### src/rtl/rv_ctrl_pkg.sv
// Shared constants for the multi-cycle RV32I control unit: opcodes, states, mux encodings.
package rv_ctrl_pkg;

  localparam int unsigned MEM_TO_W_DEFAULT = 4;
  localparam int unsigned ALUOP_W_DEFAULT  = 2;
  localparam logic [31:0] RESET_PC         = 32'h0000_0000;

  localparam logic [4:0] OPCODE_BRANCH  = 5'b11000;
  localparam logic [4:0] OPCODE_LOAD    = 5'b00000;
  localparam logic [4:0] OPCODE_STORE   = 5'b01000;
  localparam logic [4:0] OPCODE_JALR    = 5'b11001;
  localparam logic [4:0] OPCODE_JAL     = 5'b11011;
  localparam logic [4:0] OPCODE_ARITH_I = 5'b00100;
  localparam logic [4:0] OPCODE_ARITH_R = 5'b01100;
  localparam logic [4:0] OPCODE_AUIPC   = 5'b00101;
  localparam logic [4:0] OPCODE_LUI     = 5'b01101;

  typedef enum logic [3:0] {
    ST_FETCH     = 4'd0,
    ST_DECODE    = 4'd1,
    ST_EXEC_ALU  = 4'd2,
    ST_EXEC_ADDR = 4'd3,
    ST_MEM_LD    = 4'd4,
    ST_MEM_ST    = 4'd5,
    ST_EXEC_BR   = 4'd6,
    ST_JUMP      = 4'd7,
    ST_JUMP_R    = 4'd8,
    ST_UPPER     = 4'd9,
    ST_WB_ALU    = 4'd10,
    ST_WB_LD     = 4'd11,
    ST_TRAP      = 4'd12,
    ST_MULDIV    = 4'd13
  } state_e;

  localparam logic [1:0] PC_SRC_PC4    = 2'b00;
  localparam logic [1:0] PC_SRC_ALUOUT = 2'b01;
  localparam logic [1:0] PC_SRC_JALR   = 2'b10;

  localparam logic [1:0] WB_ALUOUT = 2'b00;
  localparam logic [1:0] WB_MDR    = 2'b01;
  localparam logic [1:0] WB_PC4    = 2'b10;
  localparam logic [1:0] WB_IMM    = 2'b11;

  localparam logic [1:0] SRCA_PC   = 2'b00;
  localparam logic [1:0] SRCA_RS1  = 2'b01;
  localparam logic [1:0] SRCA_ZERO = 2'b10;

  localparam logic [1:0] SRCB_RS2  = 2'b00;
  localparam logic [1:0] SRCB_FOUR = 2'b01;
  localparam logic [1:0] SRCB_IMM  = 2'b10;

  localparam logic [1:0] ALUOP_ADD   = 2'b00;
  localparam logic [1:0] ALUOP_BR    = 2'b01;
  localparam logic [1:0] ALUOP_FUNCT = 2'b10;
  localparam logic [1:0] ALUOP_PASSB = 2'b11;

  localparam logic [1:0] CAUSE_NONE    = 2'b00;
  localparam logic [1:0] CAUSE_ILLEGAL = 2'b01;
  localparam logic [1:0] CAUSE_TIMEOUT = 2'b10;
  localparam logic [1:0] CAUSE_MOP     = 2'b11;

  typedef struct packed {
    logic arith_r;
    logic arith_i;
    logic load;
    logic store;
    logic branch;
    logic jal;
    logic jalr;
    logic lui;
    logic auipc;
  } iclass_t;

endpackage

### src/rtl/rv_opcode_class.sv
// Combinational opcode classifier: one-hot instruction class, illegal flag and M-extension flag.
module rv_opcode_class
  import rv_ctrl_pkg::*;
(
  input  logic [6:0] opcode_i,
  input  logic [6:0] funct7_i,
  output iclass_t    cls_o,
  output logic       illegal_o,
  output logic       mop_o
);

  // Only 32-bit encodings (low bits 11) map to a class.
  always_comb begin
    cls_o = '0;
    if (opcode_i[1:0] == 2'b11) begin
      case (opcode_i[6:2])
        OPCODE_ARITH_R: cls_o.arith_r = 1'b1;
        OPCODE_ARITH_I: cls_o.arith_i = 1'b1;
        OPCODE_LOAD:    cls_o.load    = 1'b1;
        OPCODE_STORE:   cls_o.store   = 1'b1;
        OPCODE_BRANCH:  cls_o.branch  = 1'b1;
        OPCODE_JAL:     cls_o.jal     = 1'b1;
        OPCODE_JALR:    cls_o.jalr    = 1'b1;
        OPCODE_LUI:     cls_o.lui     = 1'b1;
        OPCODE_AUIPC:   cls_o.auipc   = 1'b1;
        default:        ;
      endcase
    end
  end

  assign illegal_o = (cls_o == '0);
  assign mop_o     = cls_o.arith_r && (funct7_i == 7'b0000001);

endmodule

### src/rtl/rv_multicycle_ctrl.sv
// Multi-cycle RV32I control FSM with bounded memory waits and trap handling.
// Define RV_CTRL_MULDIV_EN to add the MULDIV state and md_start/md_done handshake.
module rv_multicycle_ctrl
  import rv_ctrl_pkg::*;
#(
  parameter int unsigned MEM_TO_W = MEM_TO_W_DEFAULT,
  parameter int unsigned ALUOP_W  = ALUOP_W_DEFAULT
) (
  input  logic               clk,
  input  logic               rst,
  input  logic [31:0]        instr,
  input  logic               mem_ready,
  input  logic               br_taken,
  input  logic               trap_ack,
  output logic               ir_write,
  output logic               pc_write,
  output logic [1:0]         pc_src,
  output logic               mem_read,
  output logic               mem_write,
  output logic               addr_sel,
  output logic [1:0]         alu_src_a,
  output logic [1:0]         alu_src_b,
  output logic [ALUOP_W-1:0] alu_op,
  output logic               reg_write,
  output logic [1:0]         wb_sel,
  output logic               trap,
  output logic [1:0]         trap_cause,
  output logic [3:0]         state_o
`ifdef RV_CTRL_MULDIV_EN
  ,
  output logic               md_start,
  input  logic               md_done
`endif
);

  state_e              state_q, state_d;
  logic [MEM_TO_W-1:0] cnt_q, cnt_d, cnt_inc;
  logic [1:0]          cause_q, cause_d;
  iclass_t             cls;
  logic                illegal, mop, waiting, ready_c, tmo;
  logic                unused_instr;

  assign unused_instr = ^instr[24:7];

  rv_opcode_class u_class (
    .opcode_i  (instr[6:0]),
    .funct7_i  (instr[31:25]),
    .cls_o     (cls),
    .illegal_o (illegal),
    .mop_o     (mop)
  );

`ifdef RV_CTRL_MULDIV_EN
  logic md_first_q;
  assign ready_c = (state_q == ST_MULDIV) ? md_done : mem_ready;
  assign waiting = state_q inside {ST_FETCH, ST_MEM_LD, ST_MEM_ST, ST_MULDIV};
`else
  assign ready_c = mem_ready;
  assign waiting = state_q inside {ST_FETCH, ST_MEM_LD, ST_MEM_ST};
`endif

  // Timeout fires on the waiting cycle that would bring the counter to all-ones.
  assign cnt_inc = cnt_q + MEM_TO_W'(1);
  assign tmo     = waiting && !ready_c && (cnt_inc == {MEM_TO_W{1'b1}});

  always_comb begin
    state_d = state_q;
    cause_d = cause_q;
    cnt_d   = cnt_q;
    case (state_q)
      ST_FETCH: if (mem_ready) state_d = ST_DECODE;
      ST_DECODE: begin
        if (illegal) begin
          state_d = ST_TRAP;
          cause_d = CAUSE_ILLEGAL;
        end
`ifndef RV_CTRL_MULDIV_EN
        else if (mop) begin
          state_d = ST_TRAP;
          cause_d = CAUSE_MOP;
        end
`endif
        else if (cls.arith_r || cls.arith_i) state_d = ST_EXEC_ALU;
        else if (cls.load || cls.store)      state_d = ST_EXEC_ADDR;
        else if (cls.branch)                 state_d = ST_EXEC_BR;
        else if (cls.jal)                    state_d = ST_JUMP;
        else if (cls.jalr)                   state_d = ST_JUMP_R;
        else                                 state_d = ST_UPPER;
      end
`ifdef RV_CTRL_MULDIV_EN
      ST_EXEC_ALU:  state_d = mop ? ST_MULDIV : ST_WB_ALU;
      ST_MULDIV:    if (md_done) state_d = ST_WB_ALU;
`else
      ST_EXEC_ALU:  state_d = ST_WB_ALU;
`endif
      ST_EXEC_ADDR: state_d = cls.load ? ST_MEM_LD : ST_MEM_ST;
      ST_MEM_LD:    if (mem_ready) state_d = ST_WB_LD;
      ST_MEM_ST:    if (mem_ready) state_d = ST_FETCH;
      ST_TRAP: begin
        if (trap_ack) begin
          state_d = ST_FETCH;
          cause_d = CAUSE_NONE;
        end
      end
      default:      state_d = ST_FETCH;
    endcase
    if (tmo) begin
      state_d = ST_TRAP;
      cause_d = CAUSE_TIMEOUT;
    end
    if (state_d != state_q)       cnt_d = '0;
    else if (waiting && !ready_c) cnt_d = cnt_inc;
  end

  always_ff @(posedge clk or posedge rst) begin
    if (rst) begin
      state_q <= ST_FETCH;
      cnt_q   <= '0;
      cause_q <= CAUSE_NONE;
    end else begin
      state_q <= state_d;
      cnt_q   <= cnt_d;
      cause_q <= cause_d;
    end
  end

`ifdef RV_CTRL_MULDIV_EN
  always_ff @(posedge clk or posedge rst) begin
    if (rst) md_first_q <= 1'b0;
    else     md_first_q <= (state_d == ST_MULDIV) && (state_q != ST_MULDIV);
  end
`endif

  // Datapath strobes; forced low while reset is asserted.
  always_comb begin
    ir_write   = 1'b0;
    pc_write   = 1'b0;
    pc_src     = PC_SRC_PC4;
    mem_read   = 1'b0;
    mem_write  = 1'b0;
    addr_sel   = 1'b0;
    alu_src_a  = SRCA_PC;
    alu_src_b  = SRCB_RS2;
    alu_op     = ALUOP_W'(ALUOP_ADD);
    reg_write  = 1'b0;
    wb_sel     = WB_ALUOUT;
    trap       = 1'b0;
    trap_cause = CAUSE_NONE;
`ifdef RV_CTRL_MULDIV_EN
    md_start   = 1'b0;
`endif
    if (!rst) begin
      case (state_q)
        ST_FETCH: begin
          mem_read  = 1'b1;
          alu_src_b = SRCB_FOUR;
          ir_write  = mem_ready;
          pc_write  = mem_ready;
        end
        ST_DECODE:   alu_src_b = SRCB_IMM;
        ST_EXEC_ALU: begin
          alu_src_a = SRCA_RS1;
          alu_src_b = cls.arith_r ? SRCB_RS2 : SRCB_IMM;
          alu_op    = ALUOP_W'(ALUOP_FUNCT);
        end
        ST_EXEC_ADDR: begin
          alu_src_a = SRCA_RS1;
          alu_src_b = SRCB_IMM;
        end
        ST_MEM_LD: begin
          mem_read = 1'b1;
          addr_sel = 1'b1;
        end
        ST_MEM_ST: begin
          mem_write = 1'b1;
          addr_sel  = 1'b1;
        end
        ST_EXEC_BR: begin
          alu_src_a = SRCA_RS1;
          alu_op    = ALUOP_W'(ALUOP_BR);
          pc_write  = br_taken;
          pc_src    = PC_SRC_ALUOUT;
        end
        ST_JUMP: begin
          reg_write = 1'b1;
          wb_sel    = WB_PC4;
          pc_write  = 1'b1;
          pc_src    = PC_SRC_ALUOUT;
        end
        ST_JUMP_R: begin
          reg_write = 1'b1;
          wb_sel    = WB_PC4;
          pc_write  = 1'b1;
          pc_src    = PC_SRC_JALR;
          alu_src_a = SRCA_RS1;
          alu_src_b = SRCB_IMM;
        end
        ST_UPPER: begin
          reg_write = 1'b1;
          wb_sel    = cls.lui ? WB_IMM : WB_ALUOUT;
        end
        ST_WB_ALU: reg_write = 1'b1;
        ST_WB_LD: begin
          reg_write = 1'b1;
          wb_sel    = WB_MDR;
        end
        ST_TRAP: begin
          trap       = 1'b1;
          trap_cause = cause_q;
        end
`ifdef RV_CTRL_MULDIV_EN
        ST_MULDIV: md_start = md_first_q;
`endif
        default: ;
      endcase
    end
  end

  assign state_o = state_q;

endmodule
### config.mk
export PLATFORM = sky130hd
export DESIGN_NAME = rv_multicycle_ctrl
export DESIGN_NICKNAME = d
export VERILOG_FILES = /design/src/rtl/rv_ctrl_pkg.sv /design/src/rtl/rv_opcode_class.sv /design/src/rtl/rv_multicycle_ctrl.sv
export SDC_FILE = /design/constraint.sdc
export NUM_CORES = 1
export LEC_CHECK = 0
export CORE_ASPECT_RATIO = 2
export CORE_MARGIN = 8
export CORE_UTILIZATION = 41
export DETAILED_ROUTE_END_ITERATION = 10
export HOLD_SLACK_MARGIN = 0.02
export MAX_ROUTING_LAYER = met4
export PLACE_DENSITY = 0.85
export REMOVE_ABC_BUFFERS = 1
export SYNTH_ARGS = -nofsm -noshare
export SYNTH_HDL_FRONTEND = slang
export SYNTH_SLANG_ARGS = --single-unit
export TNS_END_PERCENT = 50
### constraint.sdc
create_clock -name clk -period 4.4 [get_ports clk]
set_input_delay 0.88 -clock clk [delete_from_list [all_inputs] [get_ports clk]]
set_output_delay 0.88 -clock clk [all_outputs]
set_load 0.05 [all_outputs]
==> Yosys cells after proc, flatten, opt, wreduce, memory -nomap -nowiden <==
Index checks and enable logic that the tools add are counted.
{ "totals": {"regBits": 10, "output_inout_bits": 23} }
{ "classes": {"n_mux": 59, "add_sub_neg": 1, "reduce_logical": 20, "eq_ne": 26} }
{ "op_table": {"columns": ["op", "count"], "rows": [
  ["two-way mux 4 bit", 13],
  ["one-hot mux 4 bit (7 select lines)", 1],
  ["two-way mux 1 bit", 26],
  ["== test 4 bit (second input constant)", 6],
  ["two-way mux 2 bit", 12],
  ["== test 4 x 3 -> 1 bit (second input constant)", 4],
  ["== test 5 x 4 -> 1 bit (second input constant)", 3],
  ["== test 5 bit (second input constant)", 3],
  ["one-hot mux 2 bit (2 select lines)", 3],
  ["one-hot mux 2 bit (3 select lines)", 2],
  ["== test 5 x 3 -> 1 bit (second input constant)", 2],
  ["zero test 9 bit", 1],
  ["two-way mux 9 bit", 1],
  ["== test 4 x 2 -> 1 bit (second input constant)", 2],
  ["OR reduction 2 bit", 4],
  ["== test 7 x 1 -> 1 bit (second input constant)", 1],
  ["nonzero test 3 bit", 2],
  ["zero test 5 bit", 1],
  ["OR reduction 5 bit", 1],
  ["adder 4 x 1 -> 4 bit (second input constant)", 1],
  ["== test 4 x 1 -> 1 bit (second input constant)", 1],
  ["zero test 4 bit", 1],
  ["!= test 4 bit", 1],
  ["!= test 4 bit (second input constant)", 1],
  ["10 further kinds", 13]
]} }

==> Longest topological paths before layout <==
{ "depth": {"ltp_word": 14, "ltp_mapped": 5, "depth_no_buf": 5} }

==> Hierarchy <==
From an unflattened synthesis, not the netlist that was laid out.
{ "unflattened": {"cells_unflattened": 155, "area_unflattened_um2": 1201.2} }
{ "modules_own_cells": {"columns": ["module", "cells_per_inst", "seq_area_each_um2", "instances", "area_per_inst_um2"], "rows": [
  ["rv_multicycle_ctrl", 130, 250.2, 1, 1034.7],
  ["rv_opcode_class", 25, 0.0, 1, 166.4]
]} }

==> Worst setup path before layout <==
No wires, ideal clock.
{ "synth_timing": {"path_kind": "in2out", "start": "input port rst", "end": "output port pc_write", "path_slack_ns": -0.033, "cell_stages": 5, "t_arrival_ns": 3.553, "path_cell_list": "clkbuf_1 -> or3_1 -> nor3_1 -> and2_1 -> or2_1"} }
{ "synth_via": {"elab_chain_len": 1} }
{ "synth_rtl": {"columns": ["item", "line", "rtl"], "rows": [
  ["start: declaration", "rv_multicycle_ctrl.sv:10", "input logic rst,"],
  ["two-way mux 1 bit", "rv_multicycle_ctrl.sv:152", "if (!rst) begin"],
  ["end: declaration", "rv_multicycle_ctrl.sv:16", "output logic pc_write,"]
]} }
No other way between the ends.

==> Worst setup path in the final report <==
Same ends and word-level chain as after synthesis.

==> impl_metrics.tcl <==
set metrics [dict create \
    path_category_of_the_worst_min_delay_check "flip-flop to flip-flop" \
    area.growth.synth_to_final_pct 41.8 \
    relSlewSlack 0.579 \
    cts_setup_buffers 0 \
    buffer_ports.inserted 40 \
    gp_congestion 0.878 \
    number_of_resized_instances_in_the_post_cts_repair_step 0 \
    cts-root-buf "clkbuf_8" \
    report.final.slew_viol_count 0 \
    timing.critical_path.required_ns 3.52 \
    cts_hold_buffers 0 \
    hpwlAfterDp_mm 2.82 \
    count_of_filler_cells_inserted_in_the_layout 241 \
    numPlacedInstances 201 \
    syn_area_per_cell_sq_um 7.62 \
    firstDrtPassIters 4 \
    die_x_um 52.2 \
    critical_path.cell_chain "clkdlybuf4s50_1 > or3_1 > nor3_1 > and2_1 > or2_1 > clkdlybuf4s50_1" \
    finalWirelength_mm 3.45 \
    htree_num_levels 1 \
    cts_buffer_depth 2 \
    cts-buffers-inserted 3 \
    sequential_to_total_area_share_from_yosys_stat 0.233 \
    achievable-frequency_mhz 249 \
    route.detailed.drc 0 \
    num_antenna_cells 0 \
    antenna_violations_before_repair 0 \
    path_class "input pin to output pin" \
    cts_num_sinks 10 \
    post_route_cells_drive_above_1_share 0.0508 \
    synth.top_cell.area_share 0.233 \
    timing.clock.skew_ns 0.00237 \
    grt_max_degree 22 \
    rsz0062_at_grt "no" \
    start_util 0.424 \
    setup_tns_after_final_layout_ns 0 \
    final_standard_cell_utilization_of_the_core 0.601 \
    cp.arrival_ns 3.13 \
    global_route.overflow_total 0 \
    run_status "finished clean" \
    postSynth.topFlopCell "dfrtp_1" \
    groute.layer.met3.usage 0.0236 \
    vdd_drop_max_v 0.000355 \
    timing.max_cap.violations 0 \
    global_route_wire_length_before_repair_mm 5.97 \
    clkLatencyLatePin_ns 0.24 \
    finalHoldViolCount 0 \
    max_stage_delay_ns 0.81 \
    transition_time_at_the_pin_with_the_least_slew_margin_ns 0.626 \
    final_report_setup_violation_count 0 \
    cp_slowest_cell "clkdlybuf4s50_1" \
    leakage_nw 0.579 \
    crit_path_frequent_cell "clkdlybuf4s50_1" \
    pin_count 60 \
    critPathBufInv 2 \
    critical_path.startpoint_type "input pin" \
    num_rows 26 \
    ys_seq_elements 10 \
    routedWlPerCell_um 16.8 \
    synth_area_sq_um 1070 \
    dr.first_iter.drc_count 24 \
    num_vias 1241 \
    synth_top_cell_by_area "dfrtp_1" \
    die_y_um 88.4 \
    top_usage_layer_grt "met2" \
    synth_warnings 0 \
    fin_cells 205 \
    clock_tree_from_tritoncts "yes" \
    die-area_sq_um 4620 \
    edff_count_synth 0 \
    final_min_period_over_clock_period 0.912 \
    ys_top_cells_by_area "dfrtp_1 (23%), a21oi_1 (4.7%), nor3_1 (4.2%)" \
    grt_use_met2 0.304 \
    synth_cells 141 \
    final_antenna_net_count 0 \
    path_clk_slew_ns 0.05 \
    post_layout_nets 217 \
    grt_pass1_vias 1341 \
    grt_use_met1 0.154 \
    cellPowerDensity_nw_per_um2 539 \
    global_route.usage.total 0.167 \
    core_area_sq_um 2540 \
    drt-vias-per-instance 6.05 \
    async_reset_ff_frac 1.00 \
    path_max_fanout 9 \
    synth.lib_cells_used.distinct 47 \
    minimum_clock_period_after_layout_ns 4.01 \
    capturing_element_type_of_the_critical_path "output pin" \
    crit_family "buffers and inverters" \
]
-- cell usage after synthesis (2+ instances only) --
library cell / number
a211oi_1: 3
a21oi_1: 10
and2_1: 5
and3b_1: 3
and4_1: 2
and4b_1: 2
buf_4: 2
clkbuf_1: 6
dfrtp_1: 10
ha_1: 2
inv_1: 6
nand2_1: 10
nand2b_1: 5
nand3_1: 6
nand3b_1: 5
nand4_1: 2
nor2_1: 10
nor2b_1: 2
nor3_1: 9
nor3b_1: 2
nor4_1: 6
nor4bb_1: 2
o21ai_0: 3
xnor2_1: 2
xor2_1: 4
-- placed cells by master (no fill, tap or decap), types with 2 or more instances in the layout --
cell type	count
xnor2_1	2
and4b_1	2
and2_1	5
nor4_1	6
nor4bb_1	2
clkbuf_8	4
nand3_1	6
and3b_1	3
nor3b_1	2
a21oi_1	10
nor2_1	10
nand2b_1	5
nand4_1	2
nand2_1	10
dfrtp_1	10
xor2_1	4
nor2b_1	2
inv_1	6
o21ai_0	3
and4_1	2
clkdlybuf4s50_1	40
ha_1	2
a211oi_1	3
nor3_1	9
nand3b_1	5
-- cells by family (layout without fill, tap and decap cells) --
kind of cell / Yosys count / after routing / synth area share
compound gates: 28 / 28 / 0.179
xor+xnor: 6 / 6 / 0.0489
buf+inv: 15 / 51 / 0.0663
simple gates: 79 / 79 / 0.446
other cells: 1 / 1 / 0.00349
flops: 10 / 10 / 0.233
fa+ha+maj: 2 / 2 / 0.0233
-- final cells by class --
cell class                      instances  area (sq um)  share of cell area
Inverter                                6          22.5              0.0148
Multi-Input combinational cell        116           753               0.494
Clock buffer                            4          55.1              0.0361
Tap cell                               28          35.0              0.0230
Sequential cell                        10           250               0.164
Timing Repair Buffer                   41           408               0.268
-- per-layer routing --
layer,vias to the layer above,wire (um)
met5,-,0
met4,0,116
met3,12,81
met2,33,2050
met1,598,1200
li1,598,-
-- state kept, by name, summed over array words and instances, names as in the netlist --
signal and count:
cnt_q 4, state_o 4, cause_q 2
-- through the flow --
stage	hold slack, ns	power [mW]	worst slack, ns	cell area (sq um)
after floorplan	0.510	0.529	0.135	1030
after global placement	0.550	0.690	0.406	1470
after detailed placement	0.558	0.706	0.352	1470
after CTS	0.569	0.824	0.376	1520
after global routing	0.604	0.872	0.314	1520
final	0.561	0.822	0.386	1520
-- path summary, 6_finish.rpt --
| check | start | endpoint | slack (ns) | cells past startpoint |
|---|---|---|---|---|
| setup / recovery | rst | pc_write | 0.39 | 6 |
| hold / removal | cause_q[0] | cause_q[0] | 0.56 | 2 |
| setup reg to reg | state_o[3] | cnt_q[1] | 2.29 | 4 |
| hold reg to reg | cause_q[0] | cause_q[0] | 0.56 | 2 |
| max in group asynchronous | rst | cause_q[0] | 3.06 | 3 |
| min in group asynchronous | rst | cnt_q[1] | 1.19 | 3 |
-- worst register-to-register path: stages, from the launching register on --
cell and delay [ns]:
dfrtp_1 0.60, nor3_1 0.63, nand4_1 0.28, o221ai_2 0.35, nor4_1 0.11
-- power breakdown --
group          internal [mW]  switching, mW  leakage, nW
Clock                 0.0788         0.0382       0.0288
Combinational          0.188          0.324        0.419
Sequential             0.115         0.0774        0.131
Note: power is estimated with default switching activity, not from simulation.
